**src/rtl/sfr_timer_pkg.sv**
```systemverilog
// Shared constants for the SFR interval timer: word widths, ctrl bit
// positions, status bit positions and the FSM state encoding.
package sfr_timer_pkg;

  localparam int SFR_W      = 12;
  localparam int SFR_PSEL_W = 4;
  localparam int PCNT_W     = 15;

  localparam int CTRL_EN       = 0;
  localparam int CTRL_AR       = 1;
  localparam int CTRL_PSEL_LSB = 2;
  localparam int CTRL_PSEL_MSB = 5;
  localparam int CTRL_INTEN    = 6;

  localparam int STAT_FLAG      = 0;
  localparam int STAT_STATE_LSB = 1;
  localparam int STAT_STATE_MSB = 2;

  typedef enum logic [1:0] {
    ST_IDLE = 2'd0,
    ST_RUN  = 2'd1,
    ST_DONE = 2'd2
  } timer_state_t;

endpackage

```
**src/rtl/timer_prescaler.sv**
```systemverilog
// Prescaler for the SFR timer: produces one tick every 2^psel clocks
// while run is high, and holds its counter at zero otherwise.
module timer_prescaler #(
  parameter int PSEL_W = 4,
  parameter int PCNT_W = 15
) (
  input  logic              clock,
  input  logic              nreset,
  input  logic              run,
  input  logic [PSEL_W-1:0] psel,
  output logic              tick
);

  logic [PCNT_W-1:0] pcnt;
  logic [PCNT_W-1:0] threshold;

  // Threshold is 2^psel - 1; psel=15 wraps the shift to 0 so the
  // subtraction yields all ones (one tick per 32768 clocks).
  assign threshold = (PCNT_W'(1) << psel) - PCNT_W'(1);
  assign tick      = run && (pcnt == threshold);

  // Free-running divide counter, cleared whenever the timer is not running.
  always_ff @(posedge clock or negedge nreset) begin
    if (!nreset) begin
      pcnt <= '0;
    end else if (!run) begin
      pcnt <= '0;
    end else if (pcnt == threshold) begin
      pcnt <= '0;
    end else begin
      pcnt <= pcnt + PCNT_W'(1);
    end
  end

endmodule

```
**src/rtl/sfr_timer.sv**
```systemverilog
// Programmable interval timer peripheral driven from SFR words. Counts
// prescaled ticks up to the live period value, sets a sticky expiry flag
// and raises a one-cycle interrupt request on each expiry.
module sfr_timer
  import sfr_timer_pkg::*;
#(
  parameter int DATA_W = SFR_W,
  parameter int PSEL_W = SFR_PSEL_W
) (
  input  logic              clock,
  input  logic              nreset,
  input  logic [DATA_W-1:0] ctrl,
  input  logic [DATA_W-1:0] period,
  input  logic              clr_flag,
  output logic [DATA_W-1:0] count,
  output logic [DATA_W-1:0] status,
  output logic              timer_int
);

  timer_state_t      state;
  logic              flag;
  logic              tick;
  logic              enable;
  logic              auto_reload;
  logic              int_en;
  logic [PSEL_W-1:0] psel;
  logic              run;

  assign enable      = ctrl[CTRL_EN];
  assign auto_reload = ctrl[CTRL_AR];
  assign int_en      = ctrl[CTRL_INTEN];
  assign psel        = ctrl[CTRL_PSEL_MSB:CTRL_PSEL_LSB];

  // Gating run with enable keeps a tick on the disable edge from
  // advancing the prescaler, so it lands at zero together with IDLE.
  assign run = (state == ST_RUN) && enable;

  timer_prescaler #(
    .PSEL_W (PSEL_W),
    .PCNT_W (PCNT_W)
  ) u_prescaler (
    .clock  (clock),
    .nreset (nreset),
    .run    (run),
    .psel   (psel),
    .tick   (tick)
  );

  assign status = {{(DATA_W-3){1'b0}}, state, flag};

  // Timer FSM with counter, sticky flag and registered interrupt pulse.
  always_ff @(posedge clock or negedge nreset) begin
    if (!nreset) begin
      state     <= ST_IDLE;
      count     <= '0;
      flag      <= 1'b0;
      timer_int <= 1'b0;
    end else begin
      timer_int <= 1'b0;
      if (clr_flag) begin
        flag <= 1'b0;
      end
      if (!enable) begin
        state <= ST_IDLE;
        count <= '0;
      end else begin
        case (state)
          ST_IDLE: begin
            state <= ST_RUN;
            count <= '0;
          end
          ST_RUN: begin
            if (tick) begin
              if (count >= period) begin
                count     <= '0;
                flag      <= 1'b1;
                timer_int <= int_en;
                state     <= auto_reload ? ST_RUN : ST_DONE;
              end else begin
                count <= count + DATA_W'(1);
              end
            end
          end
          ST_DONE: begin
            count <= '0;
          end
          default: begin
            state <= ST_IDLE;
            count <= '0;
          end
        endcase
      end
    end
  end

endmodule

```
**config.mk**
```make
export PLATFORM = sky130hd
export DESIGN_NAME = sfr_timer
export DESIGN_NICKNAME = d
export VERILOG_FILES = /design/src/rtl/sfr_timer_pkg.sv /design/src/rtl/timer_prescaler.sv /design/src/rtl/sfr_timer.sv
export SDC_FILE = /design/constraint.sdc
export NUM_CORES = 1
export LEC_CHECK = 0
export BUFFER_PORTS_ARGS = -buffer_cell sky130_fd_sc_hd__buf_2
export CAP_MARGIN = 20
export CORE_MARGIN = 2
export CORE_UTILIZATION = 50
export DETAILED_ROUTE_END_ITERATION = 8
export GPL_TIMING_DRIVEN = 0
export PLACE_DENSITY = 0.76
export SYNTH_ARGS = -nofsm -noshare
export SYNTH_HDL_FRONTEND = slang
export SYNTH_SLANG_ARGS = --single-unit
```
**constraint.sdc**
```tcl
create_clock -name clock -period 2.2 [get_ports clock]
set_input_delay 0.44 -clock clock [delete_from_list [all_inputs] [get_ports clock]]
set_output_delay 0.44 -clock clock [all_outputs]
set_load 0.005 [all_outputs]
```
Yosys cells after proc, flatten, opt, wreduce, memory -nomap -nowiden

Cells that the tools add are included.
W data, S select, Z words.

Equal/unequal tests: 6
Shift operators: 1
Magnitude comparators: 1
Reductions and logical operators: 4
Add/sub/neg operators: 3
Muxes and demuxes: 20

Operator list:

| cell                    | number |
|---|---|
| $mux W12                | 4 |
| $mux W15                | 2 |
| $add A15 B1 Y15 const B | 1 |
| $eq A15 B15 Y1          | 1 |
| $shl A1 B4 Y15 const A  | 1 |
| $sub A15 B2 Y15 const B | 1 |
| $add A12 B1 Y12 const B | 1 |
| $ge A12 B12 Y1          | 1 |
| $mux W1                 | 9 |
| $mux W2                 | 4 |
| $pmux W2 S3             | 1 |
| $ne A3 B2 Y1 const B    | 1 |
| $ne A3 B3 Y1 const B    | 1 |
| $reduce_and A3 Y1       | 1 |
| $eq A2 B1 Y1 const B    | 1 |
| $eq A2 B2 Y1 const B    | 1 |
| $logic_and A1 B1 Y1     | 2 |
| $logic_not A2 Y1        | 1 |
| $ne A2 B2 Y1 const B    | 1 |

Word-level logic and storage cells: 40
Bits in registers: 31
Input bits: 27

Depth between registers and ports, before layout

Word-level depth: 7
Depth in mapped cells: 14
Gate-level depth less buffers: 10

By module

From an unflattened synthesis, not the netlist that was laid out.

Cells, all modules: 313
Area total of the unflattened synthesis: 2628.8 µm²

By module, submodules not included:

| module          | instances | area each (µm²) | cells an instance | sequential area each (µm²) |
|---|---|---|---|---|
| timer_prescaler | 1         | 1351.3          | 175               | 375.4 |
| sfr_timer       | 1         | 1277.5          | 138               | 400.4 |

Worst setup path after synthesis

OpenSTA, ideal clock, no wires.

Path kind: input port to flip-flop
Start: input port ctrl[5]
End: register count[4]
Required time: 2.120 ns
Stages: 13
Setup time: 0.080 ns
Path buffers: 4
Slack: -1.277 ns
Arrival time: 3.396 ns
Cells stage by stage: buf_2 -> buf_2 -> buf_2 -> or4_1 -> ha_1 -> clkbuf_1 -> nand2_1 -> nor3_1 -> or3_4 -> nor4_4 -> nand4_4 -> or4b_1 -> a21oi_1

Cells in the longest elaborated chain, start to end: 5

Ends and longest elaborated chain:

| what                   | RTL line              | RTL |
|---|---|---|
| start: declaration     | sfr_timer.sv:12       | `input logic [DATA_W-1:0] ctrl,` |
| $shl A1 B4 Y15         | timer_prescaler.sv:19 | `assign threshold = (PCNT_W'(1) << psel) - PCNT_W'(1);` |
| $sub A15 B2 Y15        | timer_prescaler.sv:19 |  |
| $eq A15 B15 Y1         | timer_prescaler.sv:20 | `assign tick = run && (pcnt == threshold);` |
| $logic_and A1 B1 Y1    | timer_prescaler.sv:20 |  |
| $ne A3 B3 Y1 (no line) | -                     |  |
| end signal: assignment | sfr_timer.sv:80       | `count <= count + DATA_W'(1);` |
| end: declaration       | sfr_timer.sv:15       | `output logic [DATA_W-1:0] count,` |

No other way between the ends.
A chain may end at the register's enable or synchronous reset.

Worst setup path after layout

Start: input port ctrl[3]
End: register count[4]

Same word-level chain as after synthesis.

==> flow_metrics.env <==
export IMPL_status="complete, but fails checks"
export IMPL_violations="negative setup slack"
export IMPL_async_flop_share=1.00
export IMPL_clkTransAtPathRegs_ns=0.07
export IMPL_synth_area_mm2=0.00260
export IMPL_synth_cell_types=56
export IMPL_fin_ws_ns=-0.923
export IMPL_p_sw_frac=0.286
export IMPL_drive_above_1_share=0.329
export IMPL_tightest_slew_ns=0.727
export IMPL_ys_seq_area_frac=0.298
export IMPL_routedWlPerCell_um=16.5
export IMPL_hold_ws_ns=0.188
export IMPL_nets=430
export IMPL_crit_arrival_ns=3.35
export IMPL_path_cells="buf_2 -> buf_6 -> buf_4 -> nor3_2 -> nand2_1 -> ha_4 -> buf_8 -> nand2_2 -> nor3_2 -> or3_4 -> nor4_4 -> nand4_4 -> or4b_1 -> a21oi_2"
export IMPL_cts_sinks=31
export IMPL_synth_top_cell_area_share=0.298
export IMPL_syn_avg_cell_area_um2=8.36
export IMPL_finalHoldViolations=0
export IMPL_finalCritPeriodShare=1.42
export IMPL_setup_viol=31
export IMPL_wl_um=7580
export IMPL_dpl_cell_area_mm2=0.00299
export IMPL_num_rows=26
export IMPL_synth_area_top_cells="dfrtp_1 (30%), ha_1 (7.2%), nor2_1 (4.6%)"
export IMPL_cts_buffer_depth=2
export IMPL_leakage_nw=1.56
export IMPL_critPathCaptureType="register"
export IMPL_drc=0
export IMPL_start_kind="input port"
export IMPL_pwr_density_cell_mw_per_mm2=366
export IMPL_root_buffer="clkbuf_8"
export IMPL_slew_headroom=0.515
export IMPL_regToRegStartpoint="count[0]$_DFFE_PN0P_"
export IMPL_cts_buffers=5
export IMPL_initial_core_util=0.513
export IMPL_antenna_found_initial=0
export IMPL_antennaDiodeCount=0
export IMPL_grt_pass1_vias=2461
export IMPL_synth_common_cells="nor2_1 (32), dfrtp_1 (31), inv_1 (19)"
export IMPL_rr_worst_depth=9
export IMPL_p_seq_frac=0.449
export IMPL_max_stage_delay_ns=0.53
export IMPL_yosys_register_bits=31
export IMPL_die_area_mm2=0.00580
export IMPL_period_minus_slack_ns=3.12
export IMPL_fin_skew_ns=0.0153
export IMPL_synth_most_common_cell="nor2_1"
export IMPL_num_io_pins=52
export IMPL_switching_power_mw=0.366
export IMPL_area_growth_syn_to_layout_pct=34.6
export IMPL_grt_max_degree=32
export IMPL_yosysTopAreaCell="dfrtp_1"
export IMPL_clock_power_share=0.348
export IMPL_holdCritPathClass="input port to async pin"
export IMPL_die_y_um=76.1
export IMPL_h_tree_depth=2
export IMPL_dieWidth_um=76.1
export IMPL_crit_fanout=9
export IMPL_grt_overflow_total=0
export IMPL_core_region_area_mm2=0.00507
export IMPL_critPathBufInv=4
export IMPL_totalPowerFinal_mw=1.28
export IMPL_worstSetupPathType="input port to register"
export IMPL_crit_top_cell="nor3_2"
export IMPL_maxCapViolations=0
export IMPL_fillers=409
export IMPL_reg2reg_to="count[4]$_DFFE_PN0P_"
export IMPL_stdcell_area_mm2=0.00350
export IMPL_crit_family="simple AND/OR/NAND/NOR gates"
export IMPL_internal_power_mw=0.915
export IMPL_rrSetupSlack_ns=-0.51
export IMPL_grt_pass1_wl_um=11900
export IMPL_cp_slowest_cell="or4b_1"
export IMPL_p_comb_frac=0.203
export IMPL_rsz0062_at_grt="yes"
export IMPL_vias_per_cell=5.84
export IMPL_antenna_left=0
export IMPL_hpwl_um=4590
export IMPL_syn_inst=311
export IMPL_vias=2680
export IMPL_pre_cts_slack_ns=-1.45
export IMPL_fmaxAchievable_mhz=320
export IMPL_cp_required_ns=2.42
export IMPL_place_gp_congestion=0.862
export IMPL_firstDrtPassIters=5
export IMPL_grt_usage=0.249
export IMPL_ir_drop_uv=320
export IMPL_report_final_slew_viol_count=0
export IMPL_worst_path_stages=14
export IMPL_ys_warn_count=0
export IMPL_drt_iter0_markers=420
export IMPL_clk_latency_ns=0.30
export IMPL_synth_edf_count=0
export IMPL_port_buffers=36
export IMPL_cts_tree="built"
export IMPL_synth_main_ff_cell="dfrtp_1"
==> cells in the final DEF, fill, tap and decap left out, drive strengths merged, types with 3 or more instances in the layout <==
master and n:
a21boi 3, a21oi 19, and2 3, and3 10
buf 84, clkbuf 11, conb 9, dfrtp 31
ha 15, inv 19, mux2i 8, nand2 12
nand2b 7, nand3 16, nand4 8, nand4b 3
nor2 32, nor2b 4, nor3 7, o211ai 11
o21a 5, o21ai 17, or3 3, xnor2 12
xor2 8
==> metal layers <==
layer / wire length, µm / global-route usage / vias up
li1: - / - / 1254
met1: 3250 / 0.353 / 1277
met2: 3620 / 0.391 / 125
met3: 519 / 0.0450 / 24
met4: 193 / 0.0691 / 0
met5: 0 / 0 / -
==> how the worst max path moves through the flow <==
stage            start               endpoint  slack, ns
3_5_place_dp   ctrl[4]  count[10]$_DFFE_PN0P_      -1.45
3_3_place_gp   ctrl[4]  count[10]$_DFFE_PN0P_      -1.39
2_1_floorplan  ctrl[5]   count[4]$_DFFE_PN0P_      -1.00
5_1_grt        ctrl[3]   count[4]$_DFFE_PN0P_      -1.01
6_report       ctrl[3]   count[4]$_DFFE_PN0P_      -0.92
4_1_cts        ctrl[5]   count[4]$_DFFE_PN0P_      -0.92
==> cells by family after synthesis <==
logic type,share of synthesized area
AOI/OAI and AO/OA,0.184
xor gates and xnor gates,0.0673
adders and majority gates,0.0722
buffers and inverters,0.0909
DFF,0.298
muxes,0.0308
other,0.00144
and+or+nand+nor,0.255
==> flip-flops by register name, indices dropped and copies added, names as in the netlist <==
register          cells
u_prescaler.pcnt     15
state                 2
flag                  1
timer_int             1
count                12
==> area by class of cell <==
cell class | instances | area [µm²] | area share
Tap cell | 70 | 87.6 | 0.0250
Clock buffer | 6 | 72.6 | 0.0207
Inverter | 19 | 71.3 | 0.0204
Clock inverter | 2 | 12.5 | 0.00357
Timing Repair Buffer | 61 | 407 | 0.116
Buffer | 28 | 264 | 0.0754
Sequential cell | 31 | 776 | 0.222
Multi-Input combinational cell | 242 | 1810 | 0.517
==> per-stage QoR <==
stage,std cells,setup TNS [ns],util
floorplan,319,-24.34,-
global placement,425,-36.24,0.589
detailed placement,425,-37.14,0.589
CTS,452,-23.12,0.659
global route,459,-27.82,0.690
finish,459,-24.59,0.690
==> power by group through the flow <==
stage	combinational [mW]	clock (mW)	sequential [mW]
floorplan	0.139	0	0.586
global placement	0.196	0	0.586
detailed placement	0.200	0	0.586
CTS	0.232	0.454	0.575
global route	0.283	0.473	0.575
finish	0.260	0.446	0.575
==> repair_timing <==
item                       4_1_cts  5_1_grt
resized for setup               33       25
pin swaps                       16       15
setup endpoints to repair       31       31
hold buffers                     0        0
setup buffers                   17        7
cloned                           2        0
No activity file was read; power rests on OpenSTA's default activity.
